File: src/rtl/rv_sys_monitor.sv
// rv_sys_monitor: system-call and termination monitor for the rv32 core.
// Decodes retiring ecalls by a7 (exit / putc / user event). It buffers console
// characters in a FIFO with a valid/ready drain port. A stall watchdog and a
// global cycle limit catch hung programs. The monitor reports done/pass/cause
// after a drain delay.
//
// Ports:
//   clk, xreset          clock, synchronous active-low reset
//   ir, ir_valid         retiring instruction word and its qualifier
//   a7, a0               x17 / x10 at retire
//   cyc_limit            global cycle limit, 0 disables
//   ch_data, ch_valid    head console character, FIFO not empty
//   ch_ready             consumer accepts ch_data
//   user_evt, user_arg   one-cycle user pulse, a0 of the last user ecall
//   done, pass, cause    run status (cause: 0 run, 1 exit, 2 stall, 3 cycle limit)
//   exit_code            a0 captured at exit
//   ecall_cnt            saturating ecall count
//   overflow             sticky dropped-putc flag
module rv_sys_monitor #(
  parameter int unsigned SYS_EXIT     = 93,
  parameter int unsigned SYS_PUTC     = 64,
  parameter int unsigned SYS_USER     = 100,
  parameter int unsigned FIFO_DEPTH   = 16,
  parameter int unsigned STALL_W      = 16,
  parameter int unsigned CYC_W        = 32,
  parameter int unsigned FINISH_DELAY = 5
) (
  input  logic             clk,
  input  logic             xreset,
  input  logic [31:0]      ir,
  input  logic             ir_valid,
  input  logic [31:0]      a7,
  input  logic [31:0]      a0,
  input  logic [CYC_W-1:0] cyc_limit,
  output logic [7:0]       ch_data,
  output logic             ch_valid,
  input  logic             ch_ready,
  output logic             user_evt,
  output logic [31:0]      user_arg,
  output logic             done,
  output logic             pass,
  output logic [1:0]       cause,
  output logic [31:0]      exit_code,
  output logic [15:0]      ecall_cnt,
  output logic             overflow
);

  localparam int unsigned AW = $clog2(FIFO_DEPTH);
  localparam int unsigned DW = $clog2(FINISH_DELAY + 2);

  localparam logic [AW:0]        FullCnt   = (AW+1)'(FIFO_DEPTH);
  localparam logic [AW:0]        CntOne    = (AW+1)'(1);
  localparam logic [AW-1:0]      PtrOne    = AW'(1);
  localparam logic [DW-1:0]      DlyEnd    = DW'(FINISH_DELAY);
  localparam logic [DW-1:0]      DlyOne    = DW'(1);
  localparam logic [STALL_W-1:0] StallOne  = STALL_W'(1);
  // One below all-ones: the counter becomes all-ones on the edge that trips.
  localparam logic [STALL_W-1:0] StallLast = {{(STALL_W-1){1'b1}}, 1'b0};
  localparam logic [CYC_W-1:0]   CycOne    = CYC_W'(1);

  typedef enum logic [1:0] {StRun, StDrain, StDone} state_e;

  state_e             state_q, state_d;
  logic [7:0]         mem [FIFO_DEPTH];
  logic [AW-1:0]      wptr_q, rptr_q;
  logic [AW:0]        cnt_q, cnt_d;
  logic [DW-1:0]      dly_q, dly_d;
  logic [STALL_W-1:0] stall_q;
  logic [CYC_W-1:0]   cyc_q;
  logic               user_evt_q;
  logic [31:0]        user_arg_q, exit_code_q;
  logic [1:0]         cause_q, cause_d;
  logic [15:0]        ecall_cnt_q;
  logic               overflow_q;

  logic in_run, is_ecall, fifo_empty, fifo_full, pop;
  logic do_exit, do_putc, do_user, push_ok, drop, stall_hit, cyc_hit;

  assign in_run     = (state_q == StRun);
  assign is_ecall   = ir_valid && (ir == 32'h0000_0073);
  assign fifo_empty = (cnt_q == '0);
  assign fifo_full  = (cnt_q == FullCnt);
  assign pop        = !fifo_empty && ch_ready;

  assign do_exit   = in_run && is_ecall && (a7 == SYS_EXIT);
  assign do_putc   = in_run && is_ecall && (a7 == SYS_PUTC);
  assign do_user   = in_run && is_ecall && (a7 == SYS_USER);
  // A pop in the same cycle frees a slot, so a push into a full FIFO still lands.
  assign push_ok   = do_putc && (!fifo_full || pop);
  assign drop      = do_putc && fifo_full && !pop;
  assign stall_hit = in_run && !ir_valid && (stall_q == StallLast);
  assign cyc_hit   = in_run && (cyc_limit != '0) && (cyc_q == cyc_limit - CycOne);

  always_comb begin
    cnt_d = cnt_q;
    case ({push_ok, pop})
      2'b10:   cnt_d = cnt_q + CntOne;
      2'b01:   cnt_d = cnt_q - CntOne;
      default: cnt_d = cnt_q;
    endcase
  end

  always_comb begin
    state_d = state_q;
    dly_d   = dly_q;
    cause_d = cause_q;
    unique case (state_q)
      StRun: begin
        dly_d = '0;
        if (do_exit) begin
          cause_d = 2'd1;
          state_d = StDrain;
        end else if (stall_hit) begin
          cause_d = 2'd2;
          state_d = StDrain;
        end else if (cyc_hit) begin
          cause_d = 2'd3;
          state_d = StDrain;
        end
      end
      StDrain: begin
        if (fifo_empty && dly_q >= DlyEnd) begin
          state_d = StDone;
        end else begin
          // The delay restarts while characters remain, so the consumer sees
          // the whole tail of the console output before done rises.
          dly_d = fifo_empty ? dly_q + DlyOne : '0;
        end
      end
      StDone:  state_d = StDone;
      default: state_d = StRun;
    endcase
  end

  always_ff @(posedge clk) begin
    if (!xreset) begin
      state_q     <= StRun;
      wptr_q      <= '0;
      rptr_q      <= '0;
      cnt_q       <= '0;
      dly_q       <= '0;
      stall_q     <= '0;
      cyc_q       <= '0;
      user_evt_q  <= 1'b0;
      user_arg_q  <= '0;
      exit_code_q <= '0;
      cause_q     <= 2'd0;
      ecall_cnt_q <= '0;
      overflow_q  <= 1'b0;
    end else begin
      state_q    <= state_d;
      dly_q      <= dly_d;
      cause_q    <= cause_d;
      cnt_q      <= cnt_d;
      user_evt_q <= do_user;
      if (push_ok) wptr_q <= wptr_q + PtrOne;
      if (pop) rptr_q <= rptr_q + PtrOne;
      if (do_user) user_arg_q <= a0;
      if (do_exit) exit_code_q <= a0;
      if (drop) overflow_q <= 1'b1;
      if (in_run && is_ecall && ecall_cnt_q != 16'hFFFF) ecall_cnt_q <= ecall_cnt_q + 16'd1;
      if (in_run) begin
        stall_q <= ir_valid ? '0 : stall_q + StallOne;
        cyc_q   <= cyc_q + CycOne;
      end
    end
  end

  always_ff @(posedge clk) begin
    if (xreset && push_ok) mem[wptr_q] <= a0[7:0];
  end

  assign ch_valid  = !fifo_empty;
  assign ch_data   = fifo_empty ? 8'h00 : mem[rptr_q];
  assign user_evt  = user_evt_q;
  assign user_arg  = user_arg_q;
  assign done      = (state_q == StDone);
  assign pass      = done && (cause_q == 2'd1) && (exit_code_q == '0);
  assign cause     = cause_q;
  assign exit_code = exit_code_q;
  assign ecall_cnt = ecall_cnt_q;
  assign overflow  = overflow_q;

endmodule

File: config.mk
export PLATFORM = sky130hd
export DESIGN_NAME = rv_sys_monitor
export DESIGN_NICKNAME = d
export VERILOG_FILES = /design/src/rtl/rv_sys_monitor.sv
export SDC_FILE = /design/constraint.sdc
export NUM_CORES = 1
export LEC_CHECK = 0
export ABC_AREA = 1
export BUFFER_PORTS_ARGS = -buffer_cell sky130_fd_sc_hd__buf_4
export CAP_MARGIN = 20
export CORE_MARGIN = 4
export CORE_UTILIZATION = 61
export CTS_CLUSTER_SIZE = 24
export DETAILED_ROUTE_END_ITERATION = 10
export PLACE_DENSITY = 0.83
export REMOVE_ABC_BUFFERS = 1
export SLEW_MARGIN = 20
export SYNTH_ARGS = -nofsm -noshare
export SYNTH_HDL_FRONTEND = slang
export SYNTH_SLANG_ARGS = --single-unit
File: constraint.sdc
create_clock -name clk -period 4.6 [get_ports clk]
set_input_delay 0.23 -clock clk [delete_from_list [all_inputs] [get_ports clk]]
set_output_delay 0.23 -clock clk [all_outputs]
set_load 0.02 [all_outputs]
## Word-level counts from Yosys, hierarchy flattened

Memory sizes are Yosys's and may differ from the RTL's. A register that Yosys moved wholly into a read port is not among the register bits.
Cells that the tools add are included.

- Add/subtract/negate cells: 9
- Multiply operators: 0
- Div/mod/pow operators: 0
- $lt $le $gt $ge: 1
- Equal/unequal tests: 16
- Shift-type cells: 0
- Muxes and demuxes: 18
- Bitwise operators: 0
- Reductions and logical operators: 33

Operators with widths:

| operator | number |
|---|---|
| equality test 32 x 7 -> 1 bit (second input constant) | 4 |
| adder 16 x 1 -> 16 bit (second input constant) | 2 |
| adder 32 x 1 -> 32 bit (second input constant) | 1 |
| equality test 32 bit | 1 |
| zero test 32 bit | 1 |
| nonzero test 32 bit | 1 |
| subtractor 32 x 1 -> 32 bit (second input constant) | 1 |
| logical AND 1 bit | 18 |
| equality test 16 bit (second input constant) | 1 |
| two-way mux 16 bit | 1 |
| != test 16 bit (second input constant) | 1 |
| two-way mux 2 bit | 7 |
| one-hot mux 5 bit (2 select lines) | 1 |
| adder 4 x 1 -> 4 bit (second input constant) | 2 |
| two-way mux 4 bit | 2 |
| two-way mux 8 bit | 1 |
| equality test 2 x 1 -> 1 bit (second input constant) | 3 |
| two-way mux 3 bit | 2 |
| one-hot mux 2 bit (3 select lines) | 1 |
| one-hot mux 3 bit (2 select lines) | 1 |
| AND reduction 2 bit | 3 |
| adder 5 x 1 -> 5 bit (second input constant) | 1 |
| equality test 5 bit (second input constant) | 1 |
| zero test 5 bit | 1 |
| 12 further kinds | 19 |

- Flip-flop bits (word level): 150
- Bits in latches: 0
- RAM bits: 128
- Bits in read-only memories: 0
- Bits of input ports: 132
- Output and inout bits: 95
- Word-level logic and storage cells: 91
- Memories: 1

Memory list:

| memory | depth | bits a word | read ports | clocked after Yosys merged registers in | write ports | line | source |
|---|---|---|---|---|---|---|---|
| mem | 16 | 8 | 1 | 1 | 1 | 64 | `logic [7:0] mem [FIFO_DEPTH];` |

## Logic depth before layout (Yosys ltp)

- Word-level depth: 8
- Mapped depth: 18
- Depth with buffers taken out: 18

## Worst setup path after synthesis

Ideal clock, no wire load.

- Path kind: reg2reg
- Start point: register state_q[0]
- End point: memory mem[7][0], enable pin
- Arrival: 2.302 ns
- Data required time: 4.205 ns
- Setup slack: 1.903 ns
- Stages on the path, launching flop included: 11
- Buffers on the path: 1
- Period minus slack after synthesis: 2.697 ns
- Path through: dfxtp_1 inv_1 ha_1 buf_4 nand3b_4 nor3b_2 and2_1 nand2_1 nor2_4 nand2_1 nor4_1

- Longest elaborated chain between the ends: 7

Ends and longest elaborated chain:

| what | line | source |
|---|---|---|
| start, declared | 63 | `state_e state_q, state_d;` |
| start signal, assigned | 137 | `state_q <= StRun;` |
| start signal, assigned | 151 | `state_q <= state_d;` |
| zero test 2 bit | 79 | `assign in_run = (state_q == StRun);` |
| logical AND 1 bit (2 in a row) | 86 | `assign do_putc = in_run && is_ecall && (a7 == SYS_PUTC);` |
| logical AND 1 bit | 89 | `assign push_ok = do_putc && (!fifo_full \|\| pop);` |
| logical AND 1 bit | 170 | `if (xreset && push_ok) mem[wptr_q] <= a0[7:0];` |
| two-way mux 1 bit | 170 |  |
| two-way mux 1 bit (implied by the code) | 170 |  |
| end, declared | 64 |  |

Every way passes these cells.

==> results.md <==
- Dpl ws: 1.68 ns
- Diode count: 0
- Clk slew on worst S/H paths: 0.06 ns
- Crit path time final: 3.25 ns
- Internal Power: 4130 uW
- Clock Power Share: 0.445
- Peak Freq: 308 MHz
- Die ar.: 0.0247 sq mm
- Final Cycle Share: 0.706
- Htree depth: 1
- Net Sw Frac: 0.208
- Post-synth EDFFs: 128
- Fin worst setup slack: 1.35 ns
- GRT Util Overall: 0.287
- Initial DRT Pass Iterations: 6
- FF-to-FF path depth: 10
- # DRC: 0
- Wire length per cell: 16.7 um
- Via Count: 12.4k
- Area of the multi-input gates: 0.00574 sq mm
- Worst Hold Class: in -> reg
- WL final: 36.5 mm
- CP Data Arrival Time: 3.02 ns
- Nets: 2032
- FF-to-FF setup slack: 1.67 ns
- Area delta synth->final: 22.6%
- Synth unique cells: 60
- Fillers: 1612
- Pwr per Cell Area: 314 mW/mm^2
- Core area: 0.0218 sq mm
- CP Class: reg -> out
- Vias in the first global route: 11.9k
- Initial DRC Count: 941
- Final Hold Fails: 0
- Register area: 0.00693 sq mm
- CTS root buf: clkbuf_16
- Layout cell share with drive strength beyond 1: 0.173
- Flops & latches, synth: 282
- RSZ-0062 raised after global routing: false
- Worst vdd ir: 228 uV
- Die Ht: 157 um
- Required @ worst endpoint: 4.37 ns
- Mapped Avg Cell Area: 8.22 sq um
- Clock skew: 0.0180 ns
- Remaining Overflow, GRT: 0
- Clk_lat worst skew: 0.53 ns
- Post-synthesis sequential area ratio: 0.510
- Hold path cells: 3
- Status: finished, final reports clean
- CTS tree: done
- Post-synth top flop: dfxtp_1
- FP Rows: 54
- Max-cap violations: 0
- Synthesized instance count: 1650
- CP Launch Type: register
- Clock Tree Buf Depth: 3
- Ports: 227
- Buffers added on ports: 226
- Yosys warnings: 0
- Detail Route Antenna Nets: 0
- # clock sinks: 282
- FFs w/ async S/R, synth: 0
- Pin count of the biggest net entering global routing: 90
- Leakage: 0.00661 uW
- Worst Tran Pin Value: 1.07 ns
- Initial Util: 0.622
- Synth Cell Area: 0.0136 sq mm
- First-pass GRT wire length: 57.8 mm
- TritonCTS buffer count: 28
- Slew HR: 0.288
- HPWL Detailed: 25.5 mm
- Final RePlAce weighted congestion: 0.893
- Crit path capture type: output port
- Vias per inst: 5.66
- Max-slew violations: 0
- Die W: 157 um
- Initial antenna violation count: 0
- Worst-path fanout max: 33
- Flop pwr share: 0.503
- Setup TNS: 0 ns
- Net Switching: 1080 uW
- Setup violators final: 0
- Logic pwr share: 0.053
## cell type report
type | instances | area share
multi-input combinational | 1130 | 0.345
timing repair buffer | 256 | 0.119
clock inverter | 12 | 0.00835
tap | 280 | 0.0211
inverter | 183 | 0.0413
sequential | 282 | 0.417
clock buffer | 40 | 0.0485
## Yosys cell counts, drive strengths merged, types with 16 or more instances
library cell  instances  area, sq um
edfxtp              128         3840
dfxtp               154         3080
nand4                36          231
o221ai               26          228
xnor2                16          140
xor2                 16          140
inv                 182          683
nand2               225          870
ha                   18          225
nor2                336         1330
a21oi                95          479
nor3                 38          211
o21ai               181          910
clkbuf               48          180
nand3                72          393
## kinds of logic (layout without fill, tap and decap cells)
family                   count (synthesis)  in the layout  share of synthesized area
adder cells (fa/ha/maj)                 19             19                     0.0181
flip-flops                             282            282                      0.510
buffers and inverters                  238            491                     0.0666
AO/OA/AOI/OAI                          333            333                      0.137
AND/OR/NAND/NOR                        745            745                      0.246
XOR/XNOR                                33             33                     0.0223
## layer usage
layer	track usage	routed length, um	up-vias
li1	-	-	6031
met2	0.500	18200	518
met5	0	0	-
met4	0.116	1560	0
met1	0.360	14100	5697
met3	0.0421	2650	113
## power groups by stage
stage	combinational (uW)	sequential (uW)	clock, uW
final	275	2620	2320
after global routing	303	2620	2460
after CTS	272	2620	2340
after detailed placement	255	2680	0
after global placement	250	2680	0
after floorplan	97.2	2680	0
## worst max-delay path: stages, from the launching register on
cell      delay, ns
dfxtp_1        0.31
buf_4          0.25
inv_1          0.72
o21ai_0        0.29
o221ai_1       0.33
nand3_1        0.17
a21oi_1        0.24
buf_4          0.19
## placed cells by master, fill, tap and decap left out, types with 7 or more instances in the layout
| cell | Yosys | final |
|---|---|---|
| a21oi_1 | 94 | 94 |
| buf_4 | 1 | 233 |
| clkbuf_1 | 48 | 7 |
| clkbuf_16 | 0 | 29 |
| dfxtp_1 | 154 | 153 |
| dlygate4sd3_1 | 0 | 23 |
| edfxtp_1 | 128 | 128 |
| ha_1 | 18 | 18 |
| inv_1 | 172 | 172 |
| inv_2 | 10 | 10 |
| nand2_1 | 217 | 217 |
| nand2_2 | 7 | 7 |
| nand3_1 | 67 | 67 |
| nand3b_1 | 8 | 8 |
| nand4_1 | 35 | 35 |
| nor2_1 | 321 | 321 |
| nor2_2 | 8 | 8 |
| nor2_4 | 7 | 7 |
| nor3_1 | 35 | 35 |
| nor4_1 | 14 | 14 |
| o21ai_0 | 175 | 175 |
| o221ai_1 | 26 | 26 |
| o22ai_1 | 7 | 7 |
| xnor2_1 | 16 | 16 |
| xor2_1 | 16 | 16 |
## flip-flops by register name (all words and copies together), names as in the netlist, 3 cells and up, named ones only
name,cells
rptr_q,4
user_arg,32
dly_q,3
cyc_q,32
ecall_cnt,16
cnt_q,5
wptr_q,4
stall_q,16
exit_code,32
mem,128
## through the flow
stage          cells  total power, uW  instance area, sq um   util  hold WS [ns]
6_report        2183             5220                 16600  0.762       0.00857
5_1_grt         2183             5390                 16600  0.762        0.0160
4_1_cts         2183             5230                 16600  0.762       0.00657
3_5_place_dp    2108             2930                 15500  0.708         0.451
3_3_place_gp    2108             2930                 15500  0.708         0.442
2_1_floorplan   1595             2770                 13400      -         0.329
## what timing repair did
item / CTS / global route
hold buffers: 23 / 0
setup buffers: 0 / 0
resized for setup: 0 / 0
endpoints found under the hold margin: 37 / 0
## final timing paths
path	start	endpoint
min	a0[25]	user_arg[25]
max reg2reg	state_q[0]	mem[10][3]
min reg2reg	overflow	overflow
max	register	ch_data[6]
Note: power is estimated with default switching activity, not from simulation.
